File: config.mk
export PLATFORM = sky130hd
export DESIGN_NAME = fetch_sequencer_flat
export DESIGN_NICKNAME = d
export VERILOG_FILES = /design/src/rtl/fetch_sequencer_if.sv /design/src/rtl/fetch_sequencer.sv /design/src/flat_wrapper.sv
export SDC_FILE = /design/constraint.sdc
export NUM_CORES = 1
export LEC_CHECK = 0
export BUFFER_PORTS_ARGS = -buffer_cell sky130_fd_sc_hd__buf_4
export CORE_ASPECT_RATIO = 0.7
export CORE_MARGIN = 2
export CORE_UTILIZATION = 59
export DETAILED_ROUTE_END_ITERATION = 8
export PLACE_DENSITY_LB_ADDON = 0.2
export SLEW_MARGIN = 5
export SYNTH_ARGS = -nofsm -noshare
export SYNTH_HDL_FRONTEND = slang
export SYNTH_SLANG_ARGS = --single-unit
File: constraint.sdc
create_clock -name CLK -period 11.4 [get_ports CLK]
set_input_delay 0.57 -clock CLK [delete_from_list [all_inputs] [get_ports CLK]]
set_output_delay 0.57 -clock CLK [all_outputs]
set_load 0.05 [all_outputs]
File: src/rtl/fetch_sequencer_if.sv
// fetch_sequencer_if
// Bundles the ROM port, the redirect request and the decode-side handshake of
// the instruction fetch sequencer.
//   ADDR/INST            : byte address to the combinational ROM and its word
//   redirect/redirect_pc : one-cycle flush request and its target
//   out_valid/out_ready  : decode handshake; out_inst/out_pc carry the head entry
//   halted               : end-of-program word fetched, fetching stopped
//   retired_count        : number of accepted handshakes
//   dbg_state            : FSM state (0 = RUN, 1 = HALT)
//
// Handshake: an entry transfers on every rising edge where out_valid and
// out_ready are both 1. While out_valid=1 and out_ready=0 the sequencer holds
// out_inst/out_pc stable. out_valid never depends on out_ready, and out_ready
// may be asserted at any time, including while out_valid=0.
interface fetch_sequencer_if;
  logic [31:0] ADDR;
  logic [31:0] INST;
  logic        redirect;
  logic [31:0] redirect_pc;
  logic        out_valid;
  logic        out_ready;
  logic [31:0] out_inst;
  logic [31:0] out_pc;
  logic        halted;
  logic [31:0] retired_count;
  logic        dbg_state;

  modport master (
    output ADDR, out_valid, out_inst, out_pc, halted, retired_count, dbg_state,
    input  INST, redirect, redirect_pc, out_ready
  );

  modport slave (
    input  ADDR, out_valid, out_inst, out_pc, halted, retired_count, dbg_state,
    output INST, redirect, redirect_pc, out_ready
  );
endinterface

File: src/rtl/fetch_sequencer.sv
// fetch_sequencer
// Instruction fetch controller. Owns the PC, drives the ROM address, captures
// each returned word with its PC into a circular fetch buffer and hands
// entries to decode over a valid/ready handshake. A redirect flushes the
// buffer and refetches from the target; an all-zero word marks end of program
// and stops fetching until the next redirect or reset.
// Ports:
//   CLK  : single clock, rising edge
//   RST  : synchronous, active-high reset
//   bus  : fetch_sequencer_if.master (ROM port, redirect, decode handshake,
//          halted, retired_count, dbg_state)
module fetch_sequencer #(
  parameter logic [31:0] RESET_PC  = 32'h0000_0000,
  parameter int          BUF_DEPTH = 2
) (
  input logic                CLK,
  input logic                RST,
  fetch_sequencer_if.master  bus
);

  localparam int PTR_W = $clog2(BUF_DEPTH);
  localparam int CNT_W = $clog2(BUF_DEPTH + 1);

  typedef enum logic {
    RUN  = 1'b0,
    HALT = 1'b1
  } state_t;

  state_t             state;
  logic [31:0]        pc;
  logic [31:0]        inst_mem [BUF_DEPTH];
  logic [31:0]        pc_mem   [BUF_DEPTH];
  logic [PTR_W-1:0]   head;
  logic [PTR_W-1:0]   tail;
  logic [CNT_W-1:0]   count;
  logic               halted_q;
  logic [31:0]        retired_q;

  logic pop;
  logic push_ok;
  logic is_end;
  logic push;

  // A full buffer still accepts a push when the head leaves in the same
  // cycle, which keeps throughput at one per cycle with no bubble.
  assign pop     = (count != '0) && bus.out_ready;
  assign push_ok = (state == RUN) && !bus.redirect &&
                   ((count < CNT_W'(BUF_DEPTH)) || pop);
  assign is_end  = (bus.INST == 32'h0);
  assign push    = push_ok && !is_end;

  assign bus.ADDR          = pc;
  assign bus.out_valid     = (count != '0);
  assign bus.out_inst      = inst_mem[head];
  assign bus.out_pc        = pc_mem[head];
  assign bus.halted        = halted_q;
  assign bus.retired_count = retired_q;
  assign bus.dbg_state     = state;

  always_ff @(posedge CLK) begin
    if (RST) begin
      state     <= RUN;
      pc        <= RESET_PC;
      head      <= '0;
      tail      <= '0;
      count     <= '0;
      halted_q  <= 1'b0;
      retired_q <= 32'h0;
      // Storage is cleared so the head reads 0 out of reset.
      for (int i = 0; i < BUF_DEPTH; i++) begin
        inst_mem[i] <= 32'h0;
        pc_mem[i]   <= 32'h0;
      end
    end else begin
      // A pop retires even when a redirect discards its entry.
      if (pop) begin
        retired_q <= retired_q + 32'd1;
      end

      if (bus.redirect) begin
        head     <= '0;
        tail     <= '0;
        count    <= '0;
        pc       <= {bus.redirect_pc[31:2], 2'b00};
        state    <= RUN;
        halted_q <= 1'b0;
      end else begin
        if (push) begin
          inst_mem[tail] <= bus.INST;
          pc_mem[tail]   <= pc;
          tail           <= tail + PTR_W'(1);
          pc             <= pc + 32'd4;
        end

        // The end word is not buffered and the PC stays on it.
        if (push_ok && is_end) begin
          state    <= HALT;
          halted_q <= 1'b1;
        end

        if (pop) begin
          head <= head + PTR_W'(1);
        end

        case ({push, pop})
          2'b10:   count <= count + CNT_W'(1);
          2'b01:   count <= count - CNT_W'(1);
          default: count <= count;
        endcase
      end
    end
  end

endmodule

File: src/flat_wrapper.sv
// flat-port wrapper written by rule: the top's interface ports become plain ports
module fetch_sequencer_flat 
#(
  parameter logic [31:0] RESET_PC  = 32'h0000_0000,
  parameter int          BUF_DEPTH = 2
)
  (CLK, RST, bus_ADDR, bus_out_valid, bus_out_inst, bus_out_pc, bus_halted, bus_retired_count, bus_dbg_state, bus_INST, bus_redirect, bus_redirect_pc, bus_out_ready);
  fetch_sequencer_if bus_i ();
  input logic CLK;
  input logic RST;
  output wire logic [$bits(bus_i.ADDR)-1:0] bus_ADDR;
  output wire logic [$bits(bus_i.out_valid)-1:0] bus_out_valid;
  output wire logic [$bits(bus_i.out_inst)-1:0] bus_out_inst;
  output wire logic [$bits(bus_i.out_pc)-1:0] bus_out_pc;
  output wire logic [$bits(bus_i.halted)-1:0] bus_halted;
  output wire logic [$bits(bus_i.retired_count)-1:0] bus_retired_count;
  output wire logic [$bits(bus_i.dbg_state)-1:0] bus_dbg_state;
  input wire logic [$bits(bus_i.INST)-1:0] bus_INST;
  input wire logic [$bits(bus_i.redirect)-1:0] bus_redirect;
  input wire logic [$bits(bus_i.redirect_pc)-1:0] bus_redirect_pc;
  input wire logic [$bits(bus_i.out_ready)-1:0] bus_out_ready;
  assign bus_ADDR = bus_i.ADDR;
  assign bus_out_valid = bus_i.out_valid;
  assign bus_out_inst = bus_i.out_inst;
  assign bus_out_pc = bus_i.out_pc;
  assign bus_halted = bus_i.halted;
  assign bus_retired_count = bus_i.retired_count;
  assign bus_dbg_state = bus_i.dbg_state;
  assign bus_i.INST = bus_INST;
  assign bus_i.redirect = bus_redirect;
  assign bus_i.redirect_pc = bus_redirect_pc;
  assign bus_i.out_ready = bus_out_ready;
  fetch_sequencer #(.RESET_PC(RESET_PC), .BUF_DEPTH(BUF_DEPTH)) u_core (.CLK(CLK), .RST(RST), .bus(bus_i));
endmodule
==> run_results.csv <==
group,metric,value,unit
die,rows,37,
drt,num_vias,6741,
clocking,clock_latency,0.43,ns
logic_synthesis,synth-async-reset-ratio,0,%
layout,n_antenna_cell,0,
sta,finalCriticalPeriod,3.62,ns
clocking,cts_resized,0,
sta,hold_violations,0,
clocking,cts.sinks,192,
placed_design,dp_hpwl,14100,um
logic_synthesis,synth_area,8990,um^2
sta,slew-limit-headroom,32.0,%
clocking,cts.path.max_buffers,2,
clocking,postCtsSetupRepairBufs,0,
logic_synthesis,yosysTopAreaCell,"edfxtp_1",
die,dieWidth,152,um
logic_synthesis,synth_edf_count,124,
logic_synthesis,synth_seq_cells,192,
status,status,"completed",
drt,wl,21600,um
clocking,tritoncts,"built",
layout,fin_cells,1158,
layout,fin_nets,1021,
die,die_y,107,um
sta,max_freq,276,MHz
clocking,cts_hold_repair.buffers,0,
drt,drt_iter0_drc,541,
clocking,clock_tree.root_cell,"clkbuf_16",
logic_synthesis,yosysSeqAreaShare,56.6,%
logic_synthesis,yosysTopAreaCellShare,41.4,%
clocking,h-tree-depth,4,
run,maxCapViolations,0,
critical_path,crit_top_cell,"buf_4",
placed_design,io_buffers,192,
drt,viasPerCell,5.82,
logic_synthesis,synth_cell_types,59,
layout,final_area,11000,um^2
sta,setup-violations-final,0,
drt,routedWlPerCell,18.6,um
pwr,leakagePower,0.00431,uW
logic_synthesis,synth_top_flop_cell,"edfxtp_1",
critical_path,crit_path_max_incr_delay,0.60,ns
global_route,grt_pass1_wl,33300,um
clocking,clkSlewWorstSetupHoldPaths,0.07,ns
min_path,hp-class,"input port to register",
sta,rsz0062_at_grt,"no",
pwr,power.density,147,nW/um^2
sta,tightest_slew,1.02,ns
placed_design,place_area,10500,um^2
layout,final_common_cell,"buf_4",
global_route,gr-total-overflow,0,
critical_path,worstPathArrival,3.71,ns
die,coreArea,14800,um^2
layout,layout_common_cells,"197 x buf_4, 124 x edfxtp_1, 123 x and2_1",
placed_design,routabilityCongestion,0.862,
critical_path,path_class,"input port to register",
drt,drc_errors,0,
die,io_pins,199,
logic_synthesis,netlist_top_cells_area,"edfxtp_1 41%, dfxtp_1 15%, and2_1 8.6%",
layout,syn_to_final_growth,22.9,%
layout,drive_gt1_share,31.5,%
critical_path,worstPathMaxFanout,63,
layout,fill_cells,1003,
sta,skew,0.00885,ns
placed_design,dp.cells,1126,
die,dieArea,16300,um^2
sta,slew_violations,0,
die,start_util,60.7,%
critical_path,cp_slowest_cell,"nor4_1",
critical_path,end_kind,"register",
global_route,grt_max_degree,70,
critical_path,cp-start-kind,"input port",
logic_synthesis,avgSynthCellArea,11.4,um^2
global_route,grtUsageTotal,26.9,%
logic_synthesis,yosysWarnings,0,
drt,detail-route-antenna-nets,0,
clocking,cts_buffers,17,
pwr,peakVddDrop,0.112,mV
critical_path,crit_required,11.48,ns
critical_path,path_cells,"buf_4 -> nor4_1 -> and4_1 -> a21oi_2 -> buf_4 -> and3_2 -> or2_2 -> buf_4",
sta,setup_tns,0,ns
global_route,grt_pass1_vias,6353,
logic_synthesis,syn_inst,788,
global_route,antenna_found_initial,0,
drt,drt_pre_antenna_iters,5,
sta,period_share,31.8,%
## sequential cells by signal, indices dropped and copies added (netlist names), named ones only
| signal | cells |
|---|---|
| u_core.bus.dbg_state | 1 |
| u_core.bus.ADDR | 30 |
| u_core.pc_mem | 60 |
| u_core.count | 2 |
| u_core.head | 1 |
| u_core.bus.retired_count | 32 |
| u_core.inst_mem | 64 |
| u_core.tail | 1 |
## synthesized netlist by cell type, types with 2 or more instances
cell type  count
a211oi_1       9
a21boi_0       2
a21oi_1       16
a311oi_1       3
a31oi_1       15
and2_1       123
and3_1         9
and4_1         5
buf_1          5
buf_2          5
buf_4          6
buf_6          2
clkbuf_1      39
dfxtp_1       68
edfxtp_1     124
ha_1           3
inv_1         14
mux2_2        63
mux2i_1        6
nand2_1       41
nand3_1       20
nand4_1       15
nor2_1        36
nor3_1        18
nor3b_1        2
nor4_1        19
o2111ai_1      2
o211ai_1       8
o21a_1         2
o21ai_0       19
o22ai_1        4
o311a_1        2
o311ai_0       2
o31a_1         4
o31ai_1        2
or2_2          3
or3_1         18
or4_1          5
or4b_1         2
xnor2_1       19
xor2_1        10
## kinds of logic after synthesis
family	synth area share [%]
DFF	56.6
other	0.0417
AOI/OAI and AO/OA	7.21
xor gates and xnor gates	2.83
muxes	8.56
and+or+nand+nor	20.9
adders and majority gates	0.418
buffers and inverters	3.49
## power breakdown
group / leakage, uW / internal, uW / switching [uW]
registers: 0.00187 / 777 / 24.2
logic: 0.00217 / 80.4 / 164
clock network: 0.000266 / 323 / 251
total: 0.00431 / 1180 / 439
## routing by layer
layer	vias to the layer above	wire length [um]	global-route usage (%)
met4	0	353	8.40
met2	270	9810	41.4
met3	30	1640	5.21
met1	3250	9770	39.0
met5	-	0	0
li1	3191	-	-
## worst paths after layout
kind                                             start  depth (start not counted)  slack (ns)                                         to
max                                       bus_INST[26]                          8        7.78          u_core.pc_mem[1][3]$_SDFFCE_PN0P_
min                                bus_redirect_pc[28]                          3        0.42           u_core.bus.ADDR[28]$_SDFFE_PP0P_
max reg2reg          u_core.bus.dbg_state$_SDFFE_PP0P_                          7        7.88          u_core.pc_mem[1][3]$_SDFFCE_PN0P_
min reg2reg  u_core.bus.retired_count[31]$_SDFFE_PP0P_                          2        0.50  u_core.bus.retired_count[31]$_SDFFE_PP0P_
## metrics by stage
step	setup WS [ns]	utilization, %	total power (uW)	hold WS [ns]
floorplan	5.13	-	976	0.520
global placement	7.47	70.8	1050	0.475
detailed placement	7.39	70.8	1060	0.485
CTS	7.85	74.6	1620	0.403
global route	7.59	74.6	1670	0.414
finish	7.78	74.6	1620	0.415
## area by class of cell
type / count / area [um^2] / share of cell area [%]
sequential: 192 / 5090 / 46.0
multi-input combinational: 527 / 3620 / 32.8
timing repair buffer: 197 / 1480 / 13.4
clock buffer: 22 / 444 / 4.02
tap: 195 / 244 / 2.21
clock inverter: 10 / 115 / 1.04
inverter: 15 / 56.3 / 0.510
## critical path, delay by kind of cell
family / cells / cell delay (ns)
buffers and inverters: 3 / 0.73
AND/OR/NAND/NOR: 4 / 2.23
AO/OA/AOI/OAI: 1 / 0.08
No activity file was read; power rests on OpenSTA's default activity.
